$ cat config.mk
export PLATFORM = sky130hd
export DESIGN_NAME = xinlv_seg_disp
export DESIGN_NICKNAME = d
export VERILOG_FILES = /design/src/rtl/xinlv_seg_disp.sv
export SDC_FILE = /design/constraint.sdc
export NUM_CORES = 1
export LEC_CHECK = 0
export CAP_MARGIN = 25
export CORE_ASPECT_RATIO = 1.25
export CORE_MARGIN = 2
export CORE_UTILIZATION = 56
export CTS_BUF_LIST = sky130_fd_sc_hd__clkbuf_8
export DETAILED_ROUTE_END_ITERATION = 10
export PLACE_DENSITY = 0.84
export SLEW_MARGIN = 20
export SYNTH_ARGS = -nofsm -noshare
export SYNTH_HDL_FRONTEND = slang
export SYNTH_SLANG_ARGS = --single-unit
$ cat constraint.sdc
create_clock -name clk -period 1.61 [get_ports clk]
set_input_delay 0.322 -clock clk [delete_from_list [all_inputs] [get_ports clk]]
set_output_delay 0.322 -clock clk [all_outputs]
set_load 0.1 [all_outputs]
$ cat src/rtl/xinlv_seg_disp.sv
// xinlv_seg_disp
//   Converts a binary heart-rate value (bpm) into three BCD digits with a
//   serial double-dabble converter and drives a 4-digit, active-low,
//   multiplexed 7-segment display. The fourth digit shows a status letter
//   ('H' above HI_TH, 'L' below LO_TH) and 'alarm' follows that status.
//
// Ports
//   clk    in   system clock (only clock used)
//   rst_n  in   asynchronous active-low reset
//   xinlv  in   [7:0] heart rate in bpm, binary
//   seg    out  [7:0] active-low segments, seg[0..6]=a..g, seg[7]=dp
//   sel    out  [3:0] active-low digit enables: ones, tens, hundreds, status
//   alarm  out  high while displayed value is nonzero and out of range
//
// Configuration macro
//   XINLV_LZB_EN  when defined, leading zeros of the number are blanked.
module xinlv_seg_disp #(
  parameter int         CLK_FREQ = 50_000_000,
  parameter int         SCAN_HZ  = 1000,
  parameter logic [7:0] HI_TH    = 8'd120,
  parameter logic [7:0] LO_TH    = 8'd50
) (
  input  logic       clk,
  input  logic       rst_n,
  input  logic [7:0] xinlv,
  output logic [7:0] seg,
  output logic [3:0] sel,
  output logic       alarm
);

  localparam int SCAN_DIV = CLK_FREQ / SCAN_HZ;
  localparam int SCW      = (SCAN_DIV > 1) ? $clog2(SCAN_DIV) : 1;
  localparam logic [SCW-1:0] SCAN_LAST = SCW'(SCAN_DIV - 1);

  localparam logic [7:0] SEG_DASH  = 8'hBF;
  localparam logic [7:0] SEG_H     = 8'h89;
  localparam logic [7:0] SEG_L     = 8'hC7;
  localparam logic [7:0] SEG_BLANK = 8'hFF;

  typedef enum logic [1:0] {IDLE, SHIFT, DONE} state_t;

  state_t      state;
  logic [7:0]  cap;
  logic [7:0]  sh;
  logic [11:0] bcd;
  logic [11:0] bcd_adj;
  logic [2:0]  bit_cnt;
  logic [3:0]  hundreds;
  logic [3:0]  tens;
  logic [3:0]  ones;
  logic [7:0]  disp_val;

  logic [SCW-1:0] scan_cnt;
  logic [1:0]     dig_idx;
  logic [7:0]     seg_next;

  function automatic logic [7:0] dig_code(input logic [3:0] d);
    case (d)
      4'd0:    dig_code = 8'hC0;
      4'd1:    dig_code = 8'hF9;
      4'd2:    dig_code = 8'hA4;
      4'd3:    dig_code = 8'hB0;
      4'd4:    dig_code = 8'h99;
      4'd5:    dig_code = 8'h92;
      4'd6:    dig_code = 8'h82;
      4'd7:    dig_code = 8'hF8;
      4'd8:    dig_code = 8'h80;
      4'd9:    dig_code = 8'h90;
      default: dig_code = SEG_BLANK;
    endcase
  endfunction

  // Add-3 correction applied to every BCD nibble that is 5 or more before
  // the next left shift.
  always_comb begin
    bcd_adj = bcd;
    if (bcd[3:0]  >= 4'd5) bcd_adj[3:0]  = bcd[3:0]  + 4'd3;
    if (bcd[7:4]  >= 4'd5) bcd_adj[7:4]  = bcd[7:4]  + 4'd3;
    if (bcd[11:8] >= 4'd5) bcd_adj[11:8] = bcd[11:8] + 4'd3;
  end

  // Converter FSM: capture on change while idle, 8 shift cycles, then load
  // the display registers. Changes arriving mid-conversion are picked up
  // on the next IDLE because cap still holds the old value.
  always_ff @(posedge clk or negedge rst_n) begin
    if (!rst_n) begin
      state    <= IDLE;
      cap      <= 8'd0;
      sh       <= 8'd0;
      bcd      <= 12'd0;
      bit_cnt  <= 3'd0;
      hundreds <= 4'd0;
      tens     <= 4'd0;
      ones     <= 4'd0;
      disp_val <= 8'd0;
      alarm    <= 1'b0;
    end else begin
      case (state)
        IDLE: begin
          if (xinlv != cap) begin
            cap     <= xinlv;
            sh      <= xinlv;
            bcd     <= 12'd0;
            bit_cnt <= 3'd0;
            state   <= SHIFT;
          end
        end
        SHIFT: begin
          {bcd, sh} <= {bcd_adj[10:0], sh, 1'b0};
          bit_cnt   <= bit_cnt + 3'd1;
          if (bit_cnt == 3'd7) state <= DONE;
        end
        DONE: begin
          hundreds <= bcd[11:8];
          tens     <= bcd[7:4];
          ones     <= bcd[3:0];
          disp_val <= cap;
          alarm    <= (cap != 8'd0) && ((cap > HI_TH) || (cap < LO_TH));
          state    <= IDLE;
        end
        default: state <= IDLE;
      endcase
    end
  end

  // Segment pattern for the digit currently being scanned.
  always_comb begin
    seg_next = SEG_BLANK;
    if (disp_val == 8'd0) begin
      seg_next = SEG_DASH;
    end else begin
      case (dig_idx)
        2'd0: seg_next = dig_code(ones);
`ifdef XINLV_LZB_EN
        2'd1: seg_next = (hundreds == 4'd0 && tens == 4'd0) ? SEG_BLANK : dig_code(tens);
        2'd2: seg_next = (hundreds == 4'd0) ? SEG_BLANK : dig_code(hundreds);
`else
        2'd1: seg_next = dig_code(tens);
        2'd2: seg_next = dig_code(hundreds);
`endif
        default: begin
          if (disp_val > HI_TH)      seg_next = SEG_H;
          else if (disp_val < LO_TH) seg_next = SEG_L;
          else                       seg_next = SEG_BLANK;
        end
      endcase
    end
  end

  // Scan timer and digit multiplexer; seg and sel are registered together
  // from the same digit index so they always change on the same edge.
  always_ff @(posedge clk or negedge rst_n) begin
    if (!rst_n) begin
      scan_cnt <= '0;
      dig_idx  <= 2'd0;
      seg      <= SEG_BLANK;
      sel      <= 4'hF;
    end else begin
      if (scan_cnt == SCAN_LAST) begin
        scan_cnt <= '0;
        dig_idx  <= dig_idx + 2'd1;
      end else begin
        scan_cnt <= scan_cnt + 1'b1;
      end
      seg <= seg_next;
      sel <= ~(4'b0001 << dig_idx);
    end
  end

endmodule

======== Yosys cells after proc, flatten, opt, wreduce, memory -nomap -nowiden ========
Memories as Yosys holds them, arrays and structs flattened.
Index checks and enable logic that the tools add are counted.
Widths: inputs -> output; s select.
operators by class
  $add $sub $neg .......................... 6
  order comparisons ....................... 7
  equal/unequal tests ..................... 9
  shifts and indexed selects .............. 1
  multiplexer cells ....................... 17
  bitwise operators ....................... 1
  reduce and logical (&&, ||, !) cells .... 10
operators with widths
  kind                   count
  $pmux 12 s2            1
  $pmux 8 s3             1
  $add 16x1->16 const B  1
  $eq 16x16->1 const B   1
  $gt 8x7->1 const B     2
  $lt 8x6->1 const B     2
  $mux 16                1
  $mux 8                 2
  $pmux 8 s2             1
  $ge 4x3->1 const B     3
  $mux 12                1
  $add 4x2->4 const B    2
  $logic_not 8->1        1
  $mux 4                 2
  $ne 8x8->1             1
  $reduce_bool 8->1      1
  $mux 7                 1
  $mux 3                 2
  $mux 6                 1
  $pmux 3 s2             1
  $reduce_and 2->1       3
  $eq 2x1->1 const B     2
  $eq 2x2->1 const B     2
  $logic_not 2->1        2
  12 further kinds       14
word-level totals
  flip-flop bits (word level) ............. 84
  ROM bits ................................ 336
  input port bits ......................... 10
  output and inout bits ................... 13
  word-level logic and storage cells ...... 68
  memories kept ........................... 3
memory list
  memory           depth  width  read ports  clocked after memory_dff  wr ports  line  RTL
  (no name shown)  16     7      1           0                         0         58    case (d)
  (no name shown)  16     7      1           0                         0         58
  (no name shown)  16     7      1           0                         0         58

======== Logic depth before layout (Yosys ltp) ========
Gate-level depths: netlist (run 1).
  depth after elaboration ................. 5
  gate-level depth with buffers ........... 7
  gate-level depth less buffers ........... 7

======== Worst setup path before layout (run 1) ========
No wires, ideal clock.
  path kind ............................... register to register
  start ................................... register cap[7]
  end ..................................... register sh[1]
  setup time .............................. 0.131 ns
  arrival ................................. 1.559 ns
  setup slack ............................. -0.080 ns
  cell stages (with the launch flop) ...... 8
  buffers on the path ..................... 2
  clock period less this slack ............ 1.690 ns
  cells stage by stage .................... dfrtp_1 -> xor2_1 -> nor4_1 -> a211oi_1 -> buf_4 -> buf_6 -> a22oi_1 -> o21ai_1
on the way
  cells in the longest elaborated chain, start to end .. 3
RTL lines
  what                               line  RTL
  from (decl)                        43    logic [7:0] cap;
  from (signal assigned)             101   cap <= xinlv;
  $ne 8x8->1                         100   if (xinlv != cap) begin
  $ne 2x2->1 (no source line)        n/a
  $reduce_and 2->1 (no source line)  n/a
  to (signal assigned)               102   sh <= xinlv;
  to (signal assigned)               109   {bcd, sh} <= {bcd_adj[10:0], sh, 1'b0};
  to (decl)                          44    logic [7:0] sh;
Every way passes these cells.
A chain may end at the register's enable or synchronous reset.

======== Worst setup path after layout (run 1) ========
  start ................................... input port xinlv[6]
  end ..................................... register bit_cnt[0]
on the way
  cells in the longest elaborated chain, start to end .. 3
RTL lines
  what                               line  RTL
  from (decl)                        25    input logic [7:0] xinlv,
  $ne 8x8->1                         100
  $ne 2x2->1 (no source line)        n/a
  $reduce_and 2->1 (no source line)  n/a
  to (signal assigned)               110   bit_cnt <= bit_cnt + 3'd1;
  to (decl)                          47    logic [2:0] bit_cnt;
Every way passes these cells.

==> results of run 1 <==
## worst paths after layout
path                         startpoint            to  slack (ns)  depth (start not counted)
max                            xinlv[6]    bit_cnt[0]       -0.16                          7
min                            xinlv[2]         sh[2]        0.31                          3
max reg2reg                      cap[0]         sh[5]       -0.15                          7
min reg2reg                scan_cnt[15]  scan_cnt[15]        0.48                          1
max in group asynchronous         rst_n   scan_cnt[5]        0.68                          3
min in group asynchronous         rst_n   scan_cnt[9]        0.39                          2
## layer usage
metal  track usage, %  wire length, µm  vias to the layer above  part of all wire [%]
met5                0                0                        -                     0
met2             41.6             5290                      108                    54
met1             26.7             3830                     1788                    39
li1                 -                -                     1711                     -
met4             13.4              347                        0                   3.6
met3             4.44              314                       28                   3.2
## power by group
group	switching (mW)	total (mW)	internal [mW]	leakage, nW
clock	0.709	1.58	0.876	0.118
combinational	2.97	5.40	2.44	1.43
sequential	0.768	3.66	2.89	1.01
## cells by family (layout without fill, tap and decap cells)
kind of cell	Yosys count	count (layout)	synth area share (%)
muxes	26	26	6.48
AOI/OAI and AO/OA	99	99	13.1
adders and majority gates	32	32	8.93
and+or+nand+nor	148	148	15.8
other	1	1	0.0836
DFF	83	83	46.6
buffers and inverters	42	115	3.91
xor gates and xnor gates	26	26	5.08
## cell usage in the layout, fill, tap and decap left out, drive strengths merged, types with 2 or more instances in the layout
| cell | instances |
|---|---|
| dfstp | 11 |
| a31oi | 3 |
| inv | 23 |
| mux2 | 24 |
| a21oi | 24 |
| nand2 | 52 |
| xor2 | 15 |
| nor4 | 5 |
| mux2i | 2 |
| dfrtp | 72 |
| o211ai | 4 |
| a22oi | 7 |
| nor4b | 4 |
| nor2 | 31 |
| and3 | 3 |
| nand3 | 9 |
| o22ai | 10 |
| o21ai | 37 |
| ha | 32 |
| nor3 | 11 |
| o32ai | 2 |
| clkbuf | 13 |
| a22o | 2 |
| buf | 69 |
| nor2b | 7 |
| dlymetal6s2s | 3 |
| dlygate4sd2 | 4 |
| nand2b | 19 |
| nand4 | 4 |
| xnor2 | 11 |
| o21bai | 4 |
## per-stage QoR
stage | hold slack (ns) | instance area, µm² | cells
final | 0.312 | 5670 | 625
after floorplan | 0.0264 | 4480 | 457
after CTS | 0.377 | 5560 | 624
after detailed placement | 0.232 | 5240 | 601
after global placement | 0.226 | 5240 | 601
after global routing | 0.317 | 5670 | 625
## flip-flops by register name, summed over array words and instances (netlist names), 7 cells and up
name and count:
cap 8, disp_val 8, bcd 12, seg 7
sh 8, scan_cnt 16
## timing repair
action,CTS,global route
pin swaps,6,9
endpoints found under the setup margin,24,41
hold buffers,1,0
buffers inserted,7,2
endpoints found under the hold margin,8,0
cloned,0,0
gates resized for setup,17,28
## worst max-delay path, delay by kind of cell
family          cells  cell delay (ns)
simple gates        2             0.14
xor+xnor            1             0.25
compound gates      1             0.35
mux                 1             0.27
buf+inv             2             0.69
## final cells by class
cell class	instances	area, µm²	share of cell area [%]
repair buffers	78	805	14.2
clock buffers	13	179	3.15
clock inverters	3	37.5	0.662
flip-flops and latches	83	2090	36.9
multi-input cells	332	2360	41.6
well taps	95	119	2.10
inverters	21	78.8	1.39
==> summary.txt, run 1 <==
Worst hold path
  • Worst Hold Class: in2reg

Timing
  • Min Tclk post-route: around 1.8 ns
  • Final period util: 110%
  • Final setup margin: -0.162 ns
  • Max_slew headroom: 63.1%
  • TNS Setup: -2.97 ns
  • Fin. max-slew vios: 0
  • Max Clk Rate: about 0.56 GHz
  • Clk_skew: 0.0129 ns
  • Final setup vio count: 31
  • RSZ-0062 raised after global routing: yes
  • Worst-margin pin slew: 0.547 ns
  • Endpoints failing hold: 0

Die
  • Core area: between 7000 and 8000 µm²
  • Die height: 104 µm
  • Die Footprint: 8740 µm²
  • Starting density of the core: 57.5%
  • Row Count: 36
  • Die X: approximately 84 µm
  • # IOs: 23

Synth
  • Async set or reset register ratio after synthesis: 100%
  • Cell taking the most area after synthesis: dfrtp_1
  • Post-synthesis sequential area ratio: 46.6%
  • Top-count cell post-synth: dfrtp_1
  • Synth Flop Type: dfrtp_1
  • Synth cell types: 42
  • Register bit total from synthesis: 83
  • Syn_area_per_cell: 9.81 µm²
  • Mapped Cells: between 400 and 500
  • Post-synth EDFFs: 0
  • Synth top area share: 40.2%
  • Synth warn: 0
  • Largest cells by area after synthesis: dfrtp_1 40%, ha_1 8.9%, dfstp_2 6.4%
  • Mapped Area: 4480 µm²
  • Commonest cells post-synth: 72 x dfrtp_1, 52 x nand2_1, 32 x ha_1
  • Syn nets: 499

Worst setup path
  • Worst stage delay on the critical path: 0.50 ns
  • CP max-delay cell: clkdlybuf4s50_1
  • Worst Path Required: 1.87 ns
  • Critical path capture point type: register
  • Crit Path Max Fanout: 7
  • Critical path launch point type: input port
  • Crit path arrival time: 2.03 ns
  • Worst Path Class, Setup: in2reg
  • Cell Chain, Critical Path: clkdlybuf4s50_1, xor2_1, nor4_4, a211oi_4, buf_6, nor2_2, mux2_4

Drt
  • First-pass DRT Iterations: 5
  • Routed WL: 9.77 mm
  • Detail Route Antenna Nets: 0
  • DRC viols: 0
  • DR WL/cell: 15.6 µm
  • First DRT Iteration DRCs: 171
  • Vias/cell: 5.82
  • Vias: between 3000 and 4000

Clock network
  • Skew-Pair Late Insertion Delay: 0.36 ns
  • Bufs on Longest Clock Path: 2
  • Root buffer cell: clkbuf_8
  • Sink Count: between 80 and 90
  • Clk slew on worst S/H paths: 0.08 ns
  • CTS tree: done
  • Clock buffer count from CTS: 9
  • CTS H-tree depth: 3

GRT
  • Largest net degree at the start of global routing: 47
  • Vias in the first global route: approximately 3700
  • First-pass GRT wire length: approximately 17 mm
  • Total track usage: a little under a quarter
  • Total gr overflow: 0
  • Initial antenna violation count: 0

Placed design
  • PortBufs: 21
  • Place WS: -0.566 ns
  • HPWL after DPL: between 6 and 7 mm
  • Final RePlAce weighted congestion: 0.889

Pwr
  • Pwr Total: roughly 11 mW
  • Pwr Density: approximately 1900 nW/µm²
  • Peak supply drop: 1720 µV
  • Leakage: between 2 and 3 nW

Layout
  • Net count, final: 567
  • Ant. Diodes: 0
  • Fill count: about 510
  • Layout cell share with drive strength beyond 1: 26.6%
  • Final core utilization: 72.8%
  • Area grow syn2layout: 26.5%

Job
  • Max-capacitance violation count: 0

Status
  • Status: complete, but fails checks
  • Violated checks: negative setup slack
Note: power is estimated with default switching activity, not from simulation.
==> run 2: changes to the inputs <==
Settings changed: CAP_MARGIN 25 to 20, MAX_ROUTING_LAYER set to met4.
==> summary.txt, run 2 (same netlist as run 1, synthesis figures left out) <==
Timing
  • Final setup margin: -0.214 ns
  • Max Clk Rate: 0.548 GHz
  • Final setup vio count: 33
  • Max_slew headroom: between 50% and 60%
  • Min Tclk post-route: 1.82 ns
  • Fin. max-slew vios: 0
  • Endpoints failing hold: 0
  • RSZ-0062 raised after global routing: yes
  • Final period util: 113%
  • Worst-margin pin slew: a little over 0.7 ns
  • Clk_skew: around 0.012 ns

Layout
  • Most frequent cells in the layout: 72 x dfrtp_1, 50 x nand2_1, 46 x buf_4
  • Layout cell share with drive strength beyond 1: a little under a third
  • Most common cell after layout, fill and taps aside: dfrtp_1
  • Net count, final: 567
  • Largest registers: scan_cnt x16, bcd x12
  • Max FFs per register: 16
  • Ant. Diodes: 0
  • Area grow syn2layout: 31.3%
  • Largest Register: scan_cnt
  • Fill count: 465

Placed design
  • PortBufs: 21
  • HPWL after DPL: 6.93 mm
  • Place WS: -0.549 ns
  • Final RePlAce weighted congestion: 0.954

Clock network
  • CTS H-tree depth: 3
  • Clk slew on worst S/H paths: 0.08 ns
  • Bufs on Longest Clock Path: 2
  • CTS tree: done
  • Skew-Pair Late Insertion Delay: 0.37 ns
  • Clock buffer count from CTS: 9
  • Sink Count: 83
  • Root buffer cell: clkbuf_8

Job
  • Max-capacitance violation count: 0

Die
  • Row Count: 36
  • Die X: 84.0 µm
  • Starting density of the core: a little under three fifths
  • # IOs: 23
  • Core area: 7790 µm²
  • Die Footprint: 8740 µm²
  • Die height: 104 µm

GRT
  • Total track usage: 25.3%
  • Total gr overflow: 0
  • Vias in the first global route: 3641
  • Largest net degree at the start of global routing: 41
  • First-pass GRT wire length: 17.3 mm
  • Initial antenna violation count: 0

Status
  • Violated checks: negative setup slack
  • Status: complete, but fails checks

Worst setup path
  • Crit Path Max Fanout: 6
  • Critical path launch point type: register
  • Crit path arrival time: 2.07 ns
  • CP max-delay cell: dfrtp_1
  • Critical path capture point type: register
  • Cell Chain, Critical Path: xor2_2, nor4_4, a211oi_4, buf_6, buf_16, buf_4, o21bai_1
  • Worst stage delay on the critical path: 0.45 ns
  • Worst Path Class, Setup: reg2reg
  • Worst Path Required: ~1.9 ns

Worst hold path
  • Worst Hold Class: in2reg

Pwr
  • Pwr Total: 11.5 mW
  • Pwr Density: 1950 nW/µm²
  • Leakage: ~2.6 nW
  • Peak supply drop: 1650 µV

Drt
  • First-pass DRT Iterations: 5
  • First DRT Iteration DRCs: 310
  • Detail Route Antenna Nets: 0
  • DR WL/cell: 18.7 µm
  • Routed WL: 11.7 mm
  • Vias: roughly 3800
  • Vias/cell: 6.12
  • DRC viols: 0
==> run 2: worst max-delay path, delay by kind of cell (launching register included) <==
| kind | cells | cell delay, ns |
|---|---|---|
| AOI/OAI and AO/OA | 2 | 0.27 |
| xor gates and xnor gates | 1 | 0.18 |
| buffers and inverters | 3 | 0.43 |
| and+or+nand+nor | 1 | 0.37 |
| DFF | 1 | 0.45 |
==> run 2: through the flow <==
step                      utilization, %  hold slack (ns)  TNS, ns  std cells  cell area (µm²)
after global placement              67.0            0.270   -13.84        597             5220
after detailed placement            67.0            0.277   -14.61        597             5220
final                               75.6            0.285    -5.00        625             5890
after global routing                75.6            0.305    -7.25        625             5890
after floorplan                        -           0.0264   -0.342        457             4480
after CTS                           71.8            0.435    -3.89        619             5590
==> run 2: path summary, 6_finish.rpt <==
check | startpoint | endpoint | slack [ns] | cells after the start
worst min register to register | scan_cnt[15] | scan_cnt[15] | 0.49 | 1
worst max-delay path | cap[2] | state[0] | -0.21 | 7
worst min-delay path | xinlv[2] | cap[2] | 0.28 | 3
worst max register to register | cap[2] | state[0] | -0.21 | 7
min in group asynchronous | rst_n | tens[0] | 0.42 | 2
max in group asynchronous | rst_n | bit_cnt[2] | 0.64 | 3
==> run 2: report_power, final <==
part | leakage, nW | switching, mW | internal (mW)
combinational | 1.50 | 3.49 | 2.79
sequential | 1.02 | 0.821 | 2.89
clock | 0.103 | 0.754 | 0.745
==> run 2: cell type report <==
class | count | area, µm² | share of cell area [%]
well taps | 95 | 119 | 2.02
flip-flops and latches | 83 | 2090 | 35.5
inverters | 21 | 78.8 | 1.34
clock buffers | 10 | 138 | 2.34
multi-input cells | 332 | 2540 | 43.1
clock inverters | 6 | 56.3 | 0.956
repair buffers | 78 | 870 | 14.8
==> run 2: layer usage <==
metal / vias to the layer above / global-route usage (%) / routed length, µm
met5: - / - / 0
met4: 0 / 10.7 / 509
met3: 52 / 3.81 / 600
met2: 167 / 43.7 / 6270
met1: 1899 / 29.3 / 4310
li1: 1705 / - / -
==> run 2: repair_timing <==
action,4_1_cts,5_1_grt
buffers inserted,3,7
gates cloned,2,1
pin swaps,4,16
endpoints found under the setup margin,33,47
gates resized for setup,29,56
hold endpoints to repair,17,0
hold buffers,1,0
